**src/rtl/out_bram_reader.sv**
```systemverilog
// out_bram_reader: streams a run of BRAM words onto a valid/ready master through a 2-entry buffer.
// Defining OUT_RD_XOR_CHK_EN adds a chk port carrying the running XOR of the run's beats.
module out_bram_reader #(
    parameter int ADDR_WIDTH = 11,
    parameter int DATA_WIDTH = 128,
    parameter int LEN_WIDTH  = 12
) (
    input  logic                  clk,
    input  logic                  rst,
    input  logic                  start,
    input  logic [ADDR_WIDTH-1:0] base_addr,
    input  logic [LEN_WIDTH-1:0]  len,
    output logic                  busy,
    output logic                  done,
    output logic                  bram_re,
    output logic [ADDR_WIDTH-1:0] bram_rd_addr,
    input  logic [DATA_WIDTH-1:0] bram_rd_data,
    output logic [DATA_WIDTH-1:0] m_data,
    output logic                  m_valid,
    input  logic                  m_ready,
    output logic                  m_last
`ifdef OUT_RD_XOR_CHK_EN
    ,
    output logic [DATA_WIDTH-1:0] chk
`endif
);
    typedef enum logic [1:0] {IDLE, RUN, DRAIN, FIN} state_t;
    localparam logic [LEN_WIDTH-1:0] MAX_LEN = LEN_WIDTH'(1) << ADDR_WIDTH;
    state_t                state;
    logic [LEN_WIDTH-1:0]  len_sat, rd_left, beats_left;
    logic [DATA_WIDTH-1:0] fifo [2];
    logic                  head, inflight, pop;
    logic [1:0]            cnt;
    assign len_sat = len > MAX_LEN ? MAX_LEN : len;
    assign m_valid = cnt != 2'd0;
    assign m_data  = fifo[head];
    assign m_last  = m_valid && beats_left == LEN_WIDTH'(1);
    assign pop     = m_valid && m_ready;
    // A read is only issued if its data is sure to find a free slot one cycle after it returns.
    assign bram_re = state == RUN && (3'(cnt) + 3'(inflight)) < (3'd2 + 3'(pop));
    always_ff @(posedge clk or posedge rst) begin
        if (rst) begin
            state        <= IDLE;
            busy         <= 1'b0;
            done         <= 1'b0;
            bram_rd_addr <= '0;
            rd_left      <= '0;
            beats_left   <= '0;
            head         <= 1'b0;
            cnt          <= 2'd0;
            inflight     <= 1'b0;
            fifo[0]      <= '0;
            fifo[1]      <= '0;
        end else begin
            done     <= 1'b0;
            inflight <= bram_re;
            cnt      <= cnt + 2'(inflight) - 2'(pop);
            if (inflight) fifo[head ^ cnt[0]] <= bram_rd_data;
            if (pop) begin
                head       <= ~head;
                beats_left <= beats_left - LEN_WIDTH'(1);
            end
            if (bram_re) begin
                bram_rd_addr <= bram_rd_addr + ADDR_WIDTH'(1);
                rd_left      <= rd_left - LEN_WIDTH'(1);
            end
            case (state)
                IDLE: if (start) begin
                    bram_rd_addr <= base_addr;
                    rd_left      <= len_sat;
                    beats_left   <= len_sat;
                    busy         <= len_sat != '0;
                    done         <= len_sat == '0;
                    state        <= len_sat == '0 ? FIN : RUN;
                end
                RUN: if (bram_re && rd_left == LEN_WIDTH'(1)) state <= DRAIN;
                DRAIN: if (pop && beats_left == LEN_WIDTH'(1)) begin
                    state <= FIN;
                    busy  <= 1'b0;
                    done  <= 1'b1;
                end
                default: state <= IDLE;
            endcase
        end
    end
`ifdef OUT_RD_XOR_CHK_EN
    always_ff @(posedge clk or posedge rst) begin
        if (rst) chk <= '0;
        else if (state == IDLE && start) chk <= '0;
        else if (pop) chk <= chk ^ m_data;
    end
`endif
endmodule
```
**config.mk**
```make
export PLATFORM = sky130hd
export DESIGN_NAME = out_bram_reader
export DESIGN_NICKNAME = d
export VERILOG_FILES = /design/src/rtl/out_bram_reader.sv
export SDC_FILE = /design/constraint.sdc
export NUM_CORES = 1
export LEC_CHECK = 0
export CAP_MARGIN = 20
export CORE_ASPECT_RATIO = 1.5
export CORE_MARGIN = 2
export CORE_UTILIZATION = 51
export CTS_CLUSTER_DIAMETER = 80
export CTS_CLUSTER_SIZE = 40
export DETAILED_ROUTE_END_ITERATION = 10
export PLACE_DENSITY = 0.81
export SLEW_MARGIN = 30
export SYNTH_ARGS = -nofsm -noshare
export SYNTH_HDL_FRONTEND = slang
export SYNTH_SLANG_ARGS = --single-unit
```
**constraint.sdc**
```tcl
create_clock -name clk -period 11.6 [get_ports clk]
set_clock_uncertainty 0.2 [all_clocks]
set_input_delay 2.32 -clock clk [delete_from_list [all_inputs] [get_ports clk]]
set_output_delay 2.32 -clock clk [all_outputs]
set_load 0.02 [all_outputs]
```
==> flow_summary.toml <==
[place]
numPortBuffers = 298
dp_hpwl_mm = 20.8
dpl.cell_count = 1532
place_area_sq_um = 16700
place.gp.congestion = 0.826

[clock_tree]
root_buffer = "clkbuf_16"
clock_latency_ns = 0.50
ctsLongestPathBuffers = 3
cts_tree = "built"
cts_buffers = 11
postCtsHoldBufs = 0
cts_resized = 0
cts.htree.levels = 1
numClockSinks = 299
path_clk_slew_ns = 0.13
cts_setup_buffers = 0

[worst_setup_path]
critPathMaxFanout = 19
cp.required_ns = 9.08
r2r_cells = 4
cp_common_cell = "clkdlybuf4s50_1"
cp.arrival_ns = 4.51
reg2reg_from = "head"
r2r_end = "fifo[166]"
path_class = "primary input to output pin"
end_kind = "output pin"
path_cells = "clkdlybuf4s50_1 > o21ai_1 > o21ai_2 > nand2_1 > clkinv_1 > clkdlybuf4s50_1"
cp_slowest_cell = "clkdlybuf4s50_1"
rrSetupSlack_ns = 8.68
cp_slowest_stage_delay_ns = 0.64
critPathLaunchType = "primary input"

[sta]
worstMarginPinSlew_ns = 0.831
setup_tns_ns = 0
fin_crit_sh_pct = 60.6
slew_violations = 0
finalHoldViolations = 0
fin_crit_ns = 7.03
finalSetupViolations = 0
hold_ws_ns = 0.305
rsz0062_at_grt = "false"
slew_headroom_pct = 44.6
fmax_mhz = 142

[grt]
grt_overflow = 0
grt_max_degree = 78
grt_pass1_vias = 8890
grt_usage_pct = 21.2
grt_pass1_wl_mm = 46.6
antenna_found_initial = 2

[power_and_ir_drop]
peakVddDrop_mv = 0.203
p_sw_mw = 2.03
p_seq_share_pct = 33.4
power.internal_mw = 3.52
pwr_density_cell_nw_per_um2 = 326
p_comb_share_pct = 57.8
p_leak_nw = 6.94
p_sw_share_pct = 36.7
pwr-share-clk_pct = 8.8

[yosys]
synth.distinct_cells = 49
avgSynthCellArea_sq_um = 14.2
synth_area_sq_um = 13400
yosysSeqAreaShare_pct = 56.0
yosys_warnings = 0
syn_inst = 941
synth_nets = 1109
synth-seq-cells = 299

[detailed_routing]
wl_per_cell_microns = 18.9
first_pass_iters = 4
ant_nets = 0
remaining_drc_errors = 0
vias = 8426
vias_per_cell = 5.44
wl_mm = 29.3
dr.first_iter.drc_count = 301

[floorplan]
chipWidth_microns = 136
rows = 72
initial_core_util_pct = 51.9
die_h_microns = 202
core-area_sq_um = 25800
ios = 299
fp.dieArea_sq_um = 27600

[cells_and_area]
final_area_sq_um = 17000
nNetsFinal = 1380
fin_cells = 1549
drive_above_1_share_pct = 32.0
syn_to_final_growth_pct = 27.2
fin_util_pct = 66.0

[outcome]
status = "finished clean"

[hold_path]
min_to = "fifo[152]"
holdPathStages = 1
hold_start = "fifo[152]"
hold_path.class = "flop to flop"

[flow_run]
drv_cap = 0
power groups by stage:
stage	registers (mW)	clock network [mW]	logic [mW]
floorplan	1.79	0	2.17
global placement	1.89	0	3.15
detailed placement	1.88	0	3.24
CTS	1.86	0.510	3.25
global route	1.92	0.543	3.41
finish	1.86	0.489	3.21
sequential cells by signal, summed over array words and instances, names as in the netlist, 2 cells and up:
name	count
beats_left	12
bram_rd_addr	11
cnt	2
fifo	256
rd_left	12
state	2
worst max-delay path by stage:
stage / start / to / slack [ns] / cells past startpoint
after floorplan: rst / beats_left[0] / 0.82 / 1
after global placement: m_ready / bram_re / 4.58 / 6
after detailed placement: m_ready / bram_re / 4.60 / 6
after CTS: m_ready / bram_re / 4.58 / 6
after global routing: m_ready / bram_re / 4.42 / 6
final: m_ready / bram_re / 4.57 / 6
layer usage:
layer | track usage, % | up-vias | routed length [microns]
met1 | 25.3 | 4278 | 11100
met3 | 3.94 | 39 | 1630
met4 | 6.70 | 0 | 869
li1 | - | 3899 | -
met2 | 38.2 | 210 | 15700
met5 | 0 | - | 0
layout by cell type (no fill, tap or decap), drive strengths merged, types with 2 or more instances in the layout:
master | synthesis | layout
and3 | 4 | 4
nor2 | 16 | 16
or2 | 2 | 2
inv | 13 | 14
dfrtp | 299 | 299
and2 | 2 | 2
or3 | 2 | 2
nor4 | 7 | 7
clkinv | 2 | 4
nand4 | 11 | 11
clkdlybuf4s50 | 0 | 298
xor2 | 22 | 22
xnor2 | 10 | 10
nor3b | 3 | 3
mux2i | 2 | 2
or4 | 2 | 2
o211ai | 2 | 2
ha | 13 | 13
and4 | 2 | 2
buf | 16 | 11
diode | 0 | 2
nand3b | 2 | 2
clkbuf | 35 | 12
mux2 | 385 | 385
nand4b | 2 | 2
nor3 | 5 | 5
o21ai | 5 | 5
a21oi | 39 | 39
nand2 | 13 | 13
a31oi | 4 | 4
nand3 | 7 | 7
nor2b | 4 | 4
worst max-delay path, delay by kind of cell:
family / cells / cell delay (ns)
AOI/OAI and AO/OA: 2 / 0.74
buffers and inverters: 3 / 1.29
and+or+nand+nor: 1 / 0.16
cell families (layout without fill, tap and decap cells):
kind of cell               after synthesis  count (layout)  share of synthesized area, %
muxes                                  387             387                          32.6
DFF                                    299             299                          56.0
and+or+nand+nor                         86              86                          3.70
buffers and inverters                   66             339                          1.96
AOI/OAI and AO/OA                       58              58                          2.47
xor gates and xnor gates                32              32                          2.10
adders and majority gates               13              13                          1.22
other                                    0               2                             0
synth_stat cells (all sizes together):
cell      n  area [sq um]
mux2    385          4340
dfrtp   299          7480
a21oi    39           195
clkbuf   35           131
xor2     22           193
buf      16          73.8
nor2     16          60.1
ha       13           163
inv      13          48.8
nand2    13          48.8
nand4    11          68.8
xnor2    10          87.6
nand3     7          35.0
nor4      7          58.8
nor3      5          25.0
o21ai     5          28.8
a31oi     4          25.0
and3      4          25.0
nor2b     4          25.0
nor3b     3          22.5
and2      2          12.5
and4      2          17.5
clkinv    2          7.51
mux2i     2          20.0
nand3b    2          15.0
nand4b    2          17.5
o211ai    2          15.0
or2       2          12.5
or3       2          12.5
or4       2          18.8
a221o     1          10.0
a22o      1          8.76
a31o      1          8.76
a41oi     1          8.76
and4b     1          10.0
nor4b     1          8.76
o21bai    1          7.51
o22ai     1          6.26
o31ai     1          7.51
o41ai     1          8.76
per-stage QoR:
step	setup WS, ns	power, mW
after CTS	4.58	5.62
after global routing	4.42	5.88
after floorplan	0.819	3.96
after detailed placement	4.60	5.12
after global placement	4.58	5.04
final	4.57	5.55
area by class of cell:
type / count / area [sq um]
diodes: 2 / 5.00
repair buffers: 309 / 3100
well taps: 333 / 417
clock buffers: 12 / 279
inverters: 15 / 63.8
clock inverters: 3 / 26.3
fillers: 1936 / 8750
flip-flops and latches: 299 / 7490
multi-input cells: 576 / 5640
Power figures use the tool's default switching activity.
